`src/rtl/remote_comm.sv`:
```
// remote_comm: sends a 16-bit command as two bytes through a byte UART
// (high byte first), then waits for a single response byte. If no response
// arrives within TIMEOUT_CYCLES it aborts the wait and flags a timeout.
//
// Ports
//   clk, rst_n            system clock, asynchronous active-low reset
//   send_cmd, cmd[15:0]   request to send cmd; accepted only when idle
//   busy                  high whenever a transaction is in progress
//   cmd_sent              both command bytes have been transmitted
//   resp_rdy, resp[7:0]   response byte held; cleared by clr_resp_rdy
//   timeout               last transaction got no response in time
//   trmt, tx_data[7:0]    transmit strobe and byte to the UART
//   tx_done               UART transmitter idle / byte finished
//   rx_rdy, rx_data[7:0]  received byte from the UART
//   clr_rx_rdy            consume or flush the UART receive byte
//
// state     | meaning
// ----------+------------------------------------------------------
// IDLE      | waiting for send_cmd
// SEND_HI   | trmt high with the high command byte, stale rx flushed
// WAIT_HI   | waiting for the UART to finish the high byte
// SEND_LO   | trmt high with the low command byte
// WAIT_LO   | waiting for the UART to finish the low byte
// WAIT_RESP | waiting for a response byte, timeout counter running
module remote_comm #(
  parameter int TIMEOUT_CYCLES = 1000000
) (
  input  logic        clk,
  input  logic        rst_n,
  input  logic        send_cmd,
  input  logic [15:0] cmd,
  output logic        busy,
  output logic        cmd_sent,
  output logic        resp_rdy,
  output logic [7:0]  resp,
  input  logic        clr_resp_rdy,
  output logic        timeout,
  output logic        trmt,
  output logic [7:0]  tx_data,
  input  logic        tx_done,
  input  logic        rx_rdy,
  input  logic [7:0]  rx_data,
  output logic        clr_rx_rdy
);

  localparam int CNT_W = $clog2(TIMEOUT_CYCLES) + 1;
  localparam logic [CNT_W-1:0] CNT_LAST = CNT_W'(TIMEOUT_CYCLES - 1);

  typedef enum logic [2:0] {
    IDLE      = 3'd0,
    SEND_HI   = 3'd1,
    WAIT_HI   = 3'd2,
    SEND_LO   = 3'd3,
    WAIT_LO   = 3'd4,
    WAIT_RESP = 3'd5
  } state_t;

  state_t           state;
  logic [7:0]       cmd_lo;  // high byte goes straight into tx_data
  logic [CNT_W-1:0] cnt;

  assign busy = (state != IDLE);

  always_ff @(posedge clk or negedge rst_n) begin
    if (!rst_n) begin
      state      <= IDLE;
      cmd_lo     <= 8'h00;
      cnt        <= '0;
      cmd_sent   <= 1'b0;
      resp_rdy   <= 1'b0;
      resp       <= 8'h00;
      timeout    <= 1'b0;
      trmt       <= 1'b0;
      tx_data    <= 8'h00;
      clr_rx_rdy <= 1'b0;
    end else begin
      trmt       <= 1'b0;
      clr_rx_rdy <= 1'b0;
      // A set later in this block overrides the clear.
      if (clr_resp_rdy) resp_rdy <= 1'b0;

      case (state)
        IDLE: begin
          if (send_cmd) begin
            cmd_lo     <= cmd[7:0];
            cmd_sent   <= 1'b0;
            resp_rdy   <= 1'b0;
            timeout    <= 1'b0;
            trmt       <= 1'b1;
            tx_data    <= cmd[15:8];
            // If the response-consume pulse is still high (back-to-back
            // command), the byte is already consumed; skip the flush so the
            // strobe never stays high for two cycles.
            clr_rx_rdy <= !clr_rx_rdy;
            state      <= SEND_HI;
          end
        end
        SEND_HI: state <= WAIT_HI;
        WAIT_HI: begin
          if (tx_done) begin
            trmt    <= 1'b1;
            tx_data <= cmd_lo;
            state   <= SEND_LO;
          end
        end
        SEND_LO: state <= WAIT_LO;
        WAIT_LO: begin
          // rx_rdy deliberately ignored here; an early byte waits in the UART.
          if (tx_done) begin
            cmd_sent <= 1'b1;
            cnt      <= '0;
            state    <= WAIT_RESP;
          end
        end
        WAIT_RESP: begin
          if (rx_rdy) begin
            resp       <= rx_data;
            resp_rdy   <= 1'b1;
            clr_rx_rdy <= 1'b1;
            state      <= IDLE;
          end else if (cnt == CNT_LAST) begin
            timeout <= 1'b1;
            state   <= IDLE;
          end else begin
            cnt <= cnt + 1'b1;
          end
        end
        default: state <= IDLE;
      endcase
    end
  end

endmodule
```
`config.mk`:
```
export PLATFORM = sky130hd
export DESIGN_NAME = remote_comm
export DESIGN_NICKNAME = d
export VERILOG_FILES = /design/src/rtl/remote_comm.sv
export SDC_FILE = /design/constraint.sdc
export NUM_CORES = 1
export LEC_CHECK = 0
export CAP_MARGIN = 20
export CORE_ASPECT_RATIO = 0.8
export CORE_MARGIN = 2
export CORE_UTILIZATION = 48
export CTS_BUF_LIST = sky130_fd_sc_hd__clkbuf_4 sky130_fd_sc_hd__clkbuf_8
export DETAILED_ROUTE_END_ITERATION = 10
export HOLD_SLACK_MARGIN = 0.05
export PLACE_DENSITY = 0.78
export SYNTH_ARGS = -nofsm -noshare
export SYNTH_HDL_FRONTEND = slang
export SYNTH_SLANG_ARGS = --single-unit
```
`constraint.sdc`:
```
create_clock -name clk -period 2.11 [get_ports clk]
set_clock_uncertainty 0.1 [all_clocks]
set_input_delay 0.422 -clock clk [delete_from_list [all_inputs] [get_ports clk]]
set_output_delay 0.422 -clock clk [all_outputs]
set_load 0.02 [all_outputs]
```
==> results of run 1 <==
==> per-layer routing <==
metal	vias up	global-route usage [%]	part of all wire, %
li1	1034	-	-
met1	1022	28.86	47
met2	57	29.66	46
met3	10	3.783	5.4
met4	0	5.208	1.3
met5	-	0	0
==> power by group through the flow <==
| stage | logic [uW] | registers, uW | clock network [uW] |
|---|---|---|---|
| floorplan | 599 | 1660 | 0 |
| global route | 1570 | 1470 | 723 |
| detailed placement | 1460 | 1460 | 0 |
| CTS | 1450 | 1440 | 685 |
| global placement | 1430 | 1440 | 0 |
| finish | 1450 | 1430 | 672 |
==> flip-flops by register name (all words and copies together), names as in the netlist <==
name,cells
clr_rx_rdy,1
cmd_lo,8
cmd_sent,1
cnt,21
resp,8
resp_rdy,1
state,3
timeout,1
trmt,1
tx_data,8
==> area by class of cell <==
type                    instances  share of cell area, %
multi-input cells             174                  35.00
clock inverters                 2                  1.021
well taps                      65                  2.370
repair buffers                 75                  20.49
clock buffers                   5                  2.005
flip-flops and latches         53                  38.68
inverters                       4                 0.4375
==> through the flow <==
| stage | hold WS (ns) | setup WS [ns] | cells |
|---|---|---|---|
| finish | 0.3733 | 0.09246 | 378 |
| global route | 0.3928 | 0.003034 | 378 |
| CTS | 0.3780 | 0.06018 | 377 |
| detailed placement | 0.3463 | -0.1150 | 369 |
| global placement | 0.3359 | -0.05378 | 369 |
| floorplan | 0.02641 | 0.1331 | 243 |
==> cell usage in the layout (no fill, tap or decap), types with 2 or more instances in the layout <==
cell type,instances
sky130_fd_sc_hd__nand2b_1,5
sky130_fd_sc_hd__o21ai_1,8
sky130_fd_sc_hd__a41oi_1,2
sky130_fd_sc_hd__and3_1,3
sky130_fd_sc_hd__dfrtp_1,52
sky130_fd_sc_hd__a21oi_1,7
sky130_fd_sc_hd__o31ai_2,9
sky130_fd_sc_hd__nand3_1,11
sky130_fd_sc_hd__or2_4,2
sky130_fd_sc_hd__nor4_2,2
sky130_fd_sc_hd__nand2_1,19
sky130_fd_sc_hd__nor2_1,17
sky130_fd_sc_hd__mux2_2,16
sky130_fd_sc_hd__clkbuf_8,5
sky130_fd_sc_hd__nor3_1,2
sky130_fd_sc_hd__nor2b_1,4
sky130_fd_sc_hd__a31oi_1,6
sky130_fd_sc_hd__clkdlybuf4s50_1,49
sky130_fd_sc_hd__inv_1,4
sky130_fd_sc_hd__o21ai_0,28
sky130_fd_sc_hd__o31ai_1,5
sky130_fd_sc_hd__buf_4,21
sky130_fd_sc_hd__nand4_1,4
sky130_fd_sc_hd__mux2i_1,9
==> worst max-delay path, stage by stage, from the launching register on <==
cell	delay, ns
sky130_fd_sc_hd__dfrtp_2	0.47
sky130_fd_sc_hd__or3_1	0.38
sky130_fd_sc_hd__dlygate4sd2_1	0.35
==> cell families (layout without fill, tap and decap cells) <==
logic type | count (synthesis) | count (layout)
flops | 53 | 53
xor+xnor | 1 | 1
buf+inv | 17 | 86
fa+ha+maj | 1 | 1
mux | 25 | 25
simple gates | 77 | 78
compound gates | 69 | 69
==> repair_timing <==
item / CTS / global route
buffers inserted: 0 / 0
resized for setup: 1 / 4
gates cloned: 0 / 1
endpoints found under the setup margin: 1 / 9
pin swaps: 0 / 1
hold buffers: 1 / 0
hold endpoints to repair: 53 / 0
==> path summary, 6_finish.rpt <==
| check | slack [ns] | end | start | cells after the start |
|---|---|---|---|---|
| worst min-delay path | 0.37 | clr_rx_rdy | clr_rx_rdy | 1 |
| worst max register to register | 0.09 | cnt[17] | cnt[13] | 6 |
| min in group asynchronous | 0.53 | cnt[2] | rst_n | 3 |
| worst max-delay path | 0.09 | busy | state[2] | 2 |
| worst min register to register | 0.37 | clr_rx_rdy | clr_rx_rdy | 1 |
| max in group asynchronous | 1.12 | state[2] | rst_n | 3 |
==> results by stage, run 1 <==
Synth:
- The synthesized netlist devotes 16.22% of its cell area to simple gates.
- The Yosys step of the flow raised 0 warnings.
- The area share of the largest cell type after synthesis is 50.72%.
- Synthesis handed over a netlist of 243 instances.
- In the synthesized netlist the async set-or-reset flop fraction comes to 100.0%.
- Synthesis inferred 53 register bits.
- The synthesized netlist devotes 0.4785% of its cell area to adder and majority cells.
- The count of cell types in the netlist is 41.
- Sorting the synthesized cells by area gives the leading types as sky130_fd_sc_hd__dfrtp_1 51%, sky130_fd_sc_hd__mux2_2 6.9%, sky130_fd_sc_hd__o21ai_0 5.6%.
- The multiplexer fraction of the synthesized cell area is 10.33%.
- Of all cell types, the one taking the most synthesized area is sky130_fd_sc_hd__dfrtp_1.
- The cell area that synthesis handed to floorplanning was 2615 sq um.
- By area, the combinational part of the netlist is dominated by compound AO/OA/AOI/OAI gates.
- The most frequent cell after synthesis is sky130_fd_sc_hd__dfrtp_1.
- In the synthesized netlist the dominant register cell turns out to be sky130_fd_sc_hd__dfrtp_1.
- The number of enable flip-flop cells after synthesis is 0.
- The synthesized-area fraction occupied by xor and xnor cells is 0.3349%.
- Dividing the synthesized area by the synthesized cell count gives 10.76 sq um.
- The area fraction in compound gates after synthesis is 18.04%.
- The number of nets handed over by synthesis was 274.
- Sorting the synthesized cells by how often they occur yields 53 x sky130_fd_sc_hd__dfrtp_1, 29 x sky130_fd_sc_hd__o21ai_0, 19 x sky130_fd_sc_hd__nand2_1.
- After synthesis, flip-flops and latches occupy 50.72% of the total area.

Hold path:
- The worst hold path belongs to the class flop to flop.

Place:
- The quantity of I/O buffers inserted on ports is 51.
- Once placement finished, the instance area stood at 3306 sq um.
- Routability-driven placement finished with a final weighted congestion of 0.7919.
- The final HPWL from detailed placement is 3.937 mm.

Finish:
- The final-stage net count is 344.
- The repair_antennas step left the layout with diodes totalling 0.
- The area of the multi-input gates is 1201 sq um.
- From synthesis to final layout, the design area changed by 31.24%.
- Registers take 1328 sq um.
- In the final layout, the share of cells above drive strength 1 is 21.09%.
- The final-layout fill cell count is 448.
- The final design utilization is 64.21%.
- The final design instance area without fill is 3432 sq um.

Outcome:
- The flow ran to the end, and the final reports show no timing, DRC or antenna violations.

Pwr:
- Per report_power, the clock group accounts for 18.9% of the total.
- The fraction of power consumed by combinational cells is 40.7%.
- Summed over all nets, the switching power comes to 1173 uW.
- Net switching is 33.00% of the power.
- The worst IR drop on VDD is 742.9 uV.
- The post-route total power is 3554 uW.
- Summed over all cells, the static leakage comes to 0.001463 uW.
- The total power divided by cell area is 1036 nW/um^2.
- Cell internal power was estimated by the tool at 2381 uW.
- Per report_power, the sequential group accounts for 40.4% of the total.

Timing:
- The number of hold-slack violations in the final timing report came to 0.
- The final max-slew violation count was 0.
- The tightest slew margin relative to the limit is 68.91%.
- Subtracting the final worst setup slack from the clock period gives 2.018 ns.
- The measured slew at the worst slew-check pin is 0.4620 ns.
- The worst path uses 95.62% of the clock period.
- For the final routed database, the setup TNS stands at 0 ns.
- Static timing analysis puts the maximum clock frequency at 0.4957 GHz.
- Setup repair after global routing left no endpoint under its margin.
- Setup violations remaining at the end of the flow were counted as 0.

Job:
- The tool flagged a number of max-cap violations equal to 0.

CTS:
- The clock passes through at most 2 buffers.
- The clock transition at the registers of the reported paths is 0.09 ns.
- Counting every sink on the clock net gives 53.
- The TritonCTS clock tree is yes.
- At the later pin of the worst-skew pair, clock insertion delay measures 0.30 ns.
- Counting the buffers created by CTS gives 5.
- CTS placed an instance of sky130_fd_sc_hd__clkbuf_8 at the clock tree root.
- In this run the number of H-tree levels came out at 2.

Route:
- In the routed layout, each cell is associated on average with a via count of 5.616.
- In the routed design, unresolved DRC markers number 0.
- The final layout contains routed wiring with a total length of 5.719 mm.
- The detailed router placed 2123 vias in this run.
- The first-iteration detailed-routing DRC count is 119.
- After detailed routing, the average wire length per cell comes to 15.13 um.
- The post-detailed-route count of antenna-violating nets is 0.
- Before antenna repair, the detailed router went through 4 iterations.

Global route:
- Summed over all layers, the global routing overflow is 0.
- Entering global routing, the biggest net connects 54 pins.
- The initial antenna violation count is 0.
- The number of global-route vias before repair is 2002.
- The global router's overall resource usage is 19.55%.
- The first global-routing pass estimated 9.384 mm of wire.

Floorplanning:
- The overall die area is 6058 sq um.
- The die height is 70.02 um.
- The region available for standard cell placement spans 5345 sq um.
- The number of placement rows is 24.
- The die width is 86.52 um.
- The initial utilization of the core area, before any placement, comes to 48.92%.
- The count of boundary I/O pins is 52.

Worst setup path:
- The critical path launch point type is a flop.
- Data arrives at the worst endpoint at 1.50 ns.
- The highest net fanout along the worst path is 7.
- At the worst endpoint, the required time is 1.59 ns.
- The critical path endpoint category is an output pin.
- The start-to-end type of the worst setup path is flop to output pin.
No activity file was read; power rests on OpenSTA's default activity.
==> run 2, diff against run 1 <==
Settings changed: TNS_END_PERCENT from default to 5.
==> results of run 2 <==
Final layout, timing and power as in run 1 (identical DEF).
==> run 3, diff against run 2 <==
Settings changed: CORE_UTILIZATION 48 to 53, CTS_CLUSTER_DIAMETER from default to 50, PLACE_DENSITY 0.78 to 0.82, SLEW_MARGIN from default to 20.
Clock period 2.11 ns to 1.9 ns, I/O delays scaled along.
==> run 3 against run 2 <==
Compared with the run above: the flow now finishes with violations (setup timing); via count is 4.9% higher; setup slack worse by 0.20 ns; core utilization is 12 points higher.
==> results by stage, run 3 (synthesis results as in run 1) <==
Floorplanning:
- The count of boundary I/O pins is 52.
- The number of placement rows is 22.
- The overall die area is 5515 sq um.
- From left edge to right edge, the die measures 82.54 um.
- For this configuration, the core starts out at a cell density of 55.88%.
- The area of the core region is 4679 sq um.
- From bottom edge to top edge, the die measures 66.83 um.

Route:
- The number of vias in the routed layout is 2227.
- The first routing iteration left 234 violations.
- In the routed design, unresolved DRC markers number 0.
- The routed wire length per instance is 16.21 um.
- The number of optimization iterations in the first detailed-route pass is 4.
- The sum of routed wire length over all layers is 6.275 mm.
- The count of nets left with antenna violations once routing finished came out at 0.
- The number of vias per cell after detailed routing is 5.755.

Finish:
- The most frequent standard cell in the layout excluding fill and tap cells is sky130_fd_sc_hd__dfrtp_1.
- The share of layout cells above drive strength 1 is 25.08%.
- The area growth from synthesis to layout is 36.32%.
- The final-stage net count is 357.
- The register bank with the most flops is cnt.
- The register with the most flip-flops in the layout has 21 of them.
- The final design instance area without fill is 3565 sq um.
- The final antenna diode count is 0.
- The final design utilization is 76.18%.
- Leaving out fill and tap cells, the most frequent cells in the layout are 53 x sky130_fd_sc_hd__dfrtp_1, 49 x sky130_fd_sc_hd__clkdlybuf4s50_1, 33 x sky130_fd_sc_hd__buf_4, 23 x sky130_fd_sc_hd__o21ai_0, 19 x sky130_fd_sc_hd__nand2_1.

CTS:
- The clock transition at the registers of the reported paths is 0.10 ns.
- The clock buffer count from CTS is 5.
- At the later pin of the worst-skew pair, clock insertion delay measures 0.31 ns.
- The number of clock sinks is 53.
- The level count of the clock H-tree is 2.
- TritonCTS built the clock tree.
- CTS placed an instance of sky130_fd_sc_hd__clkbuf_8 at the clock tree root.
- The number of buffers on the longest clock path is 2.

Pwr:
- Summed over all cells, the static leakage comes to 0.001537 uW.
- The internal cell power is 2698 uW.
- IR analysis of the VDD net gives a maximum drop of 873.6 uV.
- In this run, the clock network consumes 19.8% of the power.
- In this run, flip-flops and latches consume 39.3% of the power.
- For this design the total switching power over the nets is 1367 uW.
- The total power divided by cell area is 1140 nW/um^2.
- The switching power as a share of total power is 33.62%.
- The fraction of power consumed by combinational cells is 40.9%.

Global route:
- The global-route congestion overflow total is 0.
- The number of global-route vias before repair came to 2163.
- The first global-routing pass estimated 10.40 mm of wire.
- Entering global routing, the biggest net connects 54 pins.
- The initial antenna violation count was 0.
- The global router's overall resource usage is 25.06%.

Place:
- The final HPWL from detailed placement is 4.322 mm.
- The global placer's final weighted congestion is 0.7872.
- The quantity of I/O buffers inserted on ports is 51.
- The standard cell area after detailed placement is 3402 sq um.

Timing:
- Setup repair after global routing could not meet its margin everywhere.
- The fraction of the cycle the final worst path needs is 105.7%.
- The maximum achievable frequency is 0.4978 GHz.
- The number of hold-slack violations in the final timing report is 0.
- The setup slack of the critical path after layout is -0.1089 ns.
- The total setup violations reported at the end of the flow is 18.
- Counting I/O delays and the setup requirement, the final critical path takes 2.009 ns.
- On the final layout, the worst hold slack is 0.3845 ns.
- The tightest slew margin relative to the limit is 71.64%.
- The final max-slew violation count is 0.
- The measured slew at the worst slew-check pin is 0.4195 ns.

Worst setup path:
- The worst setup path is of the flop to flop kind.
- The critical path data arrival time is 2.12 ns.
- At the worst endpoint, the required time is 2.01 ns.
- STA classifies the critical path endpoint as a flop.
- In this run the worst path has a maximum fanout of 7.
- STA classifies the critical path startpoint as a flop.

Outcome:
- The flow ran to the end, but the final reports show violations.
- The checks that failed: setup timing.

Hold path:
- The class of the most critical hold timing path is flop to flop.

Job:
- The number of max-cap violations is 0.
-- run 3: cell type report --
| type | count | area, sq um |
|---|---|---|
| clock inverters | 2 | 37.54 |
| fillers | 302 | 1115 |
| clock buffers | 6 | 82.58 |
| well taps | 60 | 75.07 |
| multi-input cells | 174 | 1219 |
| inverters | 4 | 15.01 |
| flip-flops and latches | 53 | 1326 |
| repair buffers | 88 | 809.5 |
-- run 3: worst paths after layout --
check / start / end / slack, ns / cells past startpoint
max: cnt[10] / state[2] / -0.11 / 6
min: tx_data[4] / tx_data[4] / 0.38 / 2
max reg2reg: cnt[10] / state[2] / -0.11 / 6
min reg2reg: tx_data[4] / tx_data[4] / 0.38 / 2
max in group asynchronous: rst_n / cnt[1] / 0.99 / 3
min in group asynchronous: rst_n / resp[4] / 0.48 / 3
-- run 3: repair_timing --
action,CTS,global route
hold buffers,1,0
resized for setup,5,10
endpoints found under the hold margin,53,0
setup endpoints to repair,23,24
pin swaps,1,2
buffers inserted,0,1
gates cloned,1,0
-- run 3: through the flow --
step	setup slack, ns	TNS [ns]	std cells	power, uW
floorplan	-0.04092	-0.5512	243	2512
global placement	-0.1897	-2.773	376	3193
detailed placement	-0.2440	-3.681	376	3273
CTS	-0.08188	-1.241	386	4062
global route	-0.1426	-1.739	387	4301
finish	-0.1089	-0.4722	387	4065
-- run 3: worst max-delay path, stage by stage (launching register included) --
cell and delay (ns):
sky130_fd_sc_hd__dfrtp_1 0.42, sky130_fd_sc_hd__or4b_4 0.53, sky130_fd_sc_hd__nor4_4 0.20, sky130_fd_sc_hd__a31o_4 0.23
sky130_fd_sc_hd__buf_4 0.15, sky130_fd_sc_hd__nand2_1 0.06, sky130_fd_sc_hd__a22o_1 0.22
-- run 3: metal layers --
layer  vias to the layer above  GRT usage [%]  routed length (um)
met5                         -              0                   0
met2                        75          42.74                3195
li1                       1059              -                   -
met3                        10          3.794                 284
met1                      1083          32.86                2714
met4                         0          7.787                  80
-- run 3: power by group through the flow --
stage,Clock [uW],Combinational [uW],Sequential [uW]
2_1_floorplan,0,665,1850
3_3_place_gp,0,1600,1600
3_5_place_dp,0,1650,1620
4_1_cts,813,1650,1600
5_1_grt,866,1800,1640
6_report,806,1660,1600
